[config.mk]
export PLATFORM = sky130hd
export DESIGN_NAME = rgf_wb_arb
export DESIGN_NICKNAME = d
export VERILOG_FILES = /design/src/rtl/rgf_wb_arb.sv
export SDC_FILE = /design/constraint.sdc
export NUM_CORES = 1
export LEC_CHECK = 0
export ABC_AREA = 1
export CAP_MARGIN = 10
export CORE_UTILIZATION = 30
export CTS_BUF_LIST = sky130_fd_sc_hd__clkbuf_16
export DETAILED_ROUTE_END_ITERATION = 8
export DONT_BUFFER_PORTS = 1
export MAX_ROUTING_LAYER = met4
export SYNTH_ARGS = -nofsm -noshare
export SYNTH_HDL_FRONTEND = slang
export SYNTH_SLANG_ARGS = --single-unit
[constraint.sdc]
create_clock -name clk -period 2.7 [get_ports clk]
set_input_delay 0.405 -clock clk [delete_from_list [all_inputs] [get_ports clk]]
set_output_delay 0.405 -clock clk [all_outputs]
set_load 0.01 [all_outputs]
[src/rtl/rgf_wb_arb.sv]
// Register-file write-port arbiter.
// Two writeback sources (ALU, LSU) compete for the single register-file write
// port. The LSU wins by default; the ALU is forced a grant after losing
// MAX_STALL consecutive contested cycles. The winning request is registered
// onto the write port so rf_we/rf_wn/rf_data are stable across the falling
// edge on which the register file captures them.
//
// Handshake: a transfer happens at a rising edge where valid && ready. A
// source holds rd/data stable while valid=1 and ready=0. ready is a purely
// combinational function of valid and current arbiter state, and at most
// one ready is high per cycle.
module rgf_wb_arb #(
  parameter int XLEN      = 32,
  parameter int MAX_STALL = 3,
  parameter int STAT_W    = 16
) (
  input  logic              clk,
  input  logic              rst,
  input  logic              alu_valid,
  input  logic [4:0]        alu_rd,
  input  logic [XLEN-1:0]   alu_data,
  output logic              alu_ready,
  input  logic              lsu_valid,
  input  logic [4:0]        lsu_rd,
  input  logic [XLEN-1:0]   lsu_data,
  output logic              lsu_ready,
  output logic              rf_we,
  output logic [4:0]        rf_wn,
  output logic [XLEN-1:0]   rf_data,
  output logic [STAT_W-1:0] conflict_cnt
);

  localparam int SW = (MAX_STALL < 1) ? 1 : $clog2(MAX_STALL + 1);
  localparam logic [SW-1:0] STALL_MAX = SW'(MAX_STALL);

  logic [SW-1:0] starve_cnt;
  logic          contested;
  logic          force_alu;
  logic          xfer;
  logic [4:0]    win_rd;
  logic [XLEN-1:0] win_data;

  assign contested = alu_valid && lsu_valid;
  assign force_alu = (starve_cnt == STALL_MAX);

  // Grant decision: LSU priority, ALU forced once its stall budget is spent.
  always_comb begin
    alu_ready = 1'b0;
    lsu_ready = 1'b0;
    if (!rst) begin
      if (contested) begin
        alu_ready = force_alu;
        lsu_ready = !force_alu;
      end else begin
        alu_ready = alu_valid;
        lsu_ready = lsu_valid;
      end
    end
  end

  assign xfer     = alu_ready || lsu_ready;
  assign win_rd   = alu_ready ? alu_rd : lsu_rd;
  assign win_data = alu_ready ? alu_data : lsu_data;

  // Starvation counter: counts consecutive contested cycles the ALU lost.
  always_ff @(posedge clk) begin
    if (rst) begin
      starve_cnt <= '0;
    end else if (contested && lsu_ready) begin
      starve_cnt <= starve_cnt + 1'b1;
    end else begin
      starve_cnt <= '0;
    end
  end

  // Write-port register; an accepted write to x0 is swallowed (rf_we=0).
  always_ff @(posedge clk) begin
    if (rst) begin
      rf_we   <= 1'b0;
      rf_wn   <= '0;
      rf_data <= '0;
    end else if (xfer) begin
      rf_we   <= (win_rd != 5'd0);
      rf_wn   <= win_rd;
      rf_data <= win_data;
    end else begin
      rf_we   <= 1'b0;
    end
  end

  // Saturating count of cycles where both sources requested.
  always_ff @(posedge clk) begin
    if (rst) begin
      conflict_cnt <= '0;
    end else if (contested && (conflict_cnt != {STAT_W{1'b1}})) begin
      conflict_cnt <= conflict_cnt + 1'b1;
    end
  end

endmodule
# Word level (Yosys, flattened, before mapping)
# Index checks and enable logic that the tools add are counted.
# word_totals
output_inout_bits	56
wordCells	25
romBits	0
in_bits	78
latchBits	0
reg_bits	56
n_memories	0
ramBits	0
# classes
n_eq_ne	2
n_bitwise	2
n_mul	0
n_shift	0
n_reduce_logical	8
muxes	6
n_addsub	2
n_div	0
magnitude_cmp	0
# ops
op	count
32-bit 2-to-1 mux	1
16-bit by 1-bit adder with 16-bit output (second input constant)	1
16-bit != test (second input constant)	1
5-bit 2-to-1 mux	1
5-bit nonzero test	1
1-bit 2-to-1 mux	4
2-bit OR reduction	2
1-bit logical AND	3
2-bit by 1-bit adder with 2-bit output (second input constant)	1
2-bit == test (second input constant)	1
1-bit NOT	2
1-bit zero test	1
1-bit logical OR	1

# Depth between registers and ports, before layout
# logic_depth
word_depth	7
depth_mapped	11
ltp_nobuf	10

# Worst setup path before layout
# Ideal clock, no wire load.
# synth_timing
path_kind	reg2reg
startpoint	reg conflict_cnt[0]
endpoint	reg conflict_cnt[13]
t_required_ns	2.585
setup_slack_ns	1.215
path_buffers	1
synth_period_minus_slack_ns	1.485
setup_ns	0.115
stages_incl_launch_ff	10
arrival_ns	1.370
cell_sequence	dfxtp_1 ha_1 nand2_1 nor2_1 nand2_2 nor2_2 nor2_2 buf_6 a21oi_1 nor2_1
# synth_via
elab_chain_len	2
# synth_rtl
item	line_no	text
from (decl)	30	output logic [STAT_W-1:0] conflict_cnt
from (signal assigned)	96	conflict_cnt <= conflict_cnt + 1'b1;
parallel branches: the longest is 2 deep, another holds 16-bit by 1-bit adder with 16-bit output	-	
# Several ways; the timed one is not identified.
# A chain may end at the register's enable or synchronous reset.

# Worst setup path in the final report
# layout_timing
startpoint	reg starve_cnt[0]
endpoint	out alu_ready
# layout_via
elab_chain_len	3
# layout_rtl
item	line_no	text
from (decl)	36	logic [SW-1:0] starve_cnt;
from (signal assigned)	70	starve_cnt <= starve_cnt + 1'b1;
2-bit == test	44	assign force_alu = (starve_cnt == STALL_MAX);
1-bit 2-to-1 mux	51	if (contested) begin
1-bit 2-to-1 mux	50	if (!rst) begin
to (decl)	22	output logic alu_ready,
# No other way between the ends.

==> results.md <==
- The run finished with clean final reports.
- The wire length after detailed routing is around 6.3 mm.
- The worst slack at placement is around 850 ps.
- Excluding fillers, the count of instances in the completed layout stands at 470.
- The number of cells upsized or downsized after cts is 0.
- The first global-routing pass estimated 9.33 mm of wire.
- The port buffer count is 0.
- The worst voltage drop across the vdd grid is around 0.00022 V.
- The leakage power summed over all cells is approximately 0.0010 uW.
- The number of standard cells after synthesis is 372.
- The setup skew after layout is roughly 3.1 ps.
- The part of the Yosys area used for sequential elements is a little over two fifths.
- Summed over all layers, the global routing overflow is 0.
- Of all nets on the critical path, the largest fanout is 32.
- The initial utilization of the core area, before any placement, comes to 31.4%.
- The startpoint identified for the worst register-to-register timing path is starve_cnt[0]$_SDFF_PP0_.
- For the worst setup path, the data arrival time is around 1500 ps.
- The most frequent cell after synthesis is nand2_1.
- The logic depth of the worst register-to-register path is 8.
- The post-route worst setup slack is 808 ps.
- The cell area after synthesis is about 2600 sq um.
- After Yosys synthesis, XOR and XNOR cells account for a little over 2% of the synthesized area.
- In the final routed layout, each cell accounts on average for around 13 microns.
- Clock-pin slew was measured on the worst setup and hold paths at ~70 ps.
- The flop and latch count out of synthesis is 56.
- The final-report max-slew violation count came to 0.
- The total half-perimeter wirelength after legalization and detailed placement is around 4.5 mm.
- The TritonCTS sink count is between 50 and 60.
- Row generation in the floorplan step produced 33 rows.
- The hold violation total from the final report was 0.
- The insertion delay to the later sink of the worst-skew pair is approximately 290 ps.
- The distinct cell type count of the synthesized netlist is 27.
- The pin slew with the least headroom to its limit is roughly 460 ps.
- The largest total area in the synthesized netlist belongs to dfxtp_1.
- The detailed-route via count is around 2,300.
- The core footprint is 8300 sq um.
- The area growth from synthesis to layout is 7.79%.
- The initial antenna violation count is 0.
- Counting instances in the post-synthesis netlist gives the leading cell types as nand2_1 (156), dfxtp_1 (56), a31oi_1 (32), nor2_1 (25), inv_1 (19).
- The startpoint of the most critical setup path is starve_cnt[0]$_SDFF_PP0_.
- The worst setup path endpoint is alu_ready.
- The die extent in x is roughly 95 microns.
- The synthesized design devotes to its leading area cell type between 40% and 50% of total area.
- The number of buffers added by the clock tree synthesis step is 5.
- The antenna diode count is 0.
- After synthesis, the largest family of logic cells by area is simple AND/OR/NAND/NOR gates.
- The mean instance size in the synthesized netlist is approximately 7 sq um.
- Yosys printed 0 warnings.
- The top-level I/O count is between 100 and 150.
- The number of buffers on the longest clock path is 2.
- The filler cells instantiated in the layout total 876.
- The number of buffers inserted for hold repair after clock tree synthesis is 0.
- The synthesized netlist devotes between 30% and 40% of its cell area to simple gates.
- The routability-driven placement congestion ratio is just over 0.8.
- CTS built an H-tree with a depth of 2.
- The area of the die is roughly 9100 sq um.
- The count of nets left with antenna violations once routing finished came out at 0.
- The worst register-to-register path has a setup slack of 870 ps.
- The pin count of the biggest net entering global routing is 46.
- Post-CTS timing repair inserted 0 buffers for setup.
- By area the synthesized netlist is led by dfxtp_1 (43%), nand2_1 (22%), a31oi_1 (7.7%), nor2_1 (3.6%), a21oi_1 (3.1%).
- The number of flops mapped to enable cells by yosys is 0.
- For this run, the leading register cell type out of synthesis is dfxtp_1.
- The endpoint identified for the worst register-to-register timing path is rf_data[1]$_SDFFE_PP0P_.
- The via count of the first global-routing pass is between 2,000 and 2,500.
- For this run, the share of the core covered by cells in the final layout is between 30 and 40%.
- Derived from the worst setup path, the maximum achievable clock frequency is 529 MHz.
- The post-synthesis mux area share is 0%.
- The total power draw is about 1800 uW.
- The via-per-instance ratio is 4.99.
- Setup violations remaining at the end of the flow were counted as 0.
- The vertical die dimension is between 90 and 100 microns.
- The synthesized netlist devotes 13.5% of its cell area to compound gates.
- The share of synthesized flip-flops with an asynchronous set or reset is 0%.
- The post-route DRC violation count is 0.
- The category of the worst setup path launch point is a register.
- The category of the worst setup path capture point is an output port.
- TritonCTS built the clock tree.
- The clock root buffer master is clkbuf_16.
- Setup repair after global routing left no endpoint under its margin.
- The DRC violation total after the first TritonRoute iteration is 90.
- For this run, the detailed router's first-pass iteration total came to 6.
- The type of the tightest min-delay check is primary input to register.
- The total routing resource utilization after global routing is roughly 14%.
- The share of the cycle needed by the critical path after routing is about 70%.
- The worst slew margin relative to its limit is 69.6%.
- The synthesized netlist devotes less than 1% of its cell area to adder and majority cells.
- The post-synthesis net count is between 400 and 500.
- The classification of the worst setup path is register to output port.
- The number of nets in the final layout is approximately 440.
- The proportion of layout cells with a drive suffix above 1 is between 6 and 7%.
- At the worst endpoint, the required time is roughly 2300 ps.
- The max-capacitance violation count is 0.
- The power density of the placed cells is about 630 nW/um^2.
- The shortest clock period the worst path allows after layout is around 1900 ps.
- In this run, placement finished with an instance count of approximately 460.
- In the final timing run, aggregate negative setup slack is 0 ps.
[flip-flops by register name, indices dropped and copies added (netlist names)]
register      count
conflict_cnt     16
rf_wn             5
rf_data          32
rf_we             1
starve_cnt        2
[cell families after synthesis]
family	Yosys count
buf+inv	39
flops	56
simple gates	210
compound gates	59
xor+xnor	6
fa+ha+maj	2
[placed cells by master, fill, tap and decap left out]
master	Yosys	final
a21boi_0	1	1
a21oi_1	16	16
a31oi_1	32	32
and2_1	1	1
buf_4	2	3
bufinv_16	0	1
clkbuf_16	0	5
clkinv_2	2	3
clkinvlp_4	0	1
dfxtp_1	56	56
ha_1	2	2
inv_1	19	19
nand2_1	156	156
nand2_2	2	2
nand3_1	13	13
nand3_2	2	2
nand3b_1	1	1
nand4_1	3	3
nor2_1	25	25
nor2_2	4	4
nor3_1	2	2
nor3b_1	1	1
o21ai_0	9	9
o21bai_4	1	1
xnor2_1	2	2
xor2_1	4	4
[how the worst min path moves through the flow]
stage                                   startpoint                  endpoint  slack (ps)  cells after the start
after global placement    starve_cnt[0]$_SDFF_PP0_  starve_cnt[0]$_SDFF_PP0_         410                      1
after CTS                                      rst  rf_data[31]$_SDFFE_PP0P_         170                      1
after global routing                           rst   rf_data[4]$_SDFFE_PP0P_         160                      1
after detailed placement  starve_cnt[0]$_SDFF_PP0_  starve_cnt[0]$_SDFF_PP0_         420                      1
after floorplan           starve_cnt[0]$_SDFF_PP0_  starve_cnt[0]$_SDFF_PP0_         410                      1
final                                          rst  rf_data[12]$_SDFFE_PP0P_         180                      1
[layer usage]
layer | GRT usage, % | vias up | share of wire (%)
met5 | - | - | 0
met4 | 4.67 | 0 | 1.2
met3 | 3.67 | 6 | 7.0
met2 | 23.0 | 99 | 47
met1 | 16.1 | 1048 | 44
li1 | - | 1191 | -
[worst max-delay path, cell delays in order (launching register included)]
cell and delay, ps:
dfxtp_1 340, ha_1 160, inv_1 60, nand3_2 90, nand2_1 80, nor2_2 110, buf_4 350
[power by group]
part           switching (uW)  internal (uW)
Combinational            81.3           44.5
Clock                     285            436
Sequential               51.3            869
[cell type report]
cell class	instances	area (sq um)	area share, %
clock buffer	5	125	4.46
clock inverter	3	42.5	1.52
inverter	21	81.3	2.90
multi-input combinational	277	1280	45.7
sequential	56	1120	40.0
tap	105	131	4.68
timing repair buffer	3	22.5	0.803
[stage by stage]
step	cell area (sq um)	hold WS, ps
after floorplan	2600	407
after global placement	2640	412
after detailed placement	2640	421
after CTS	2810	168
after global routing	2810	159
final	2810	177
Power figures use the tool's default switching activity.
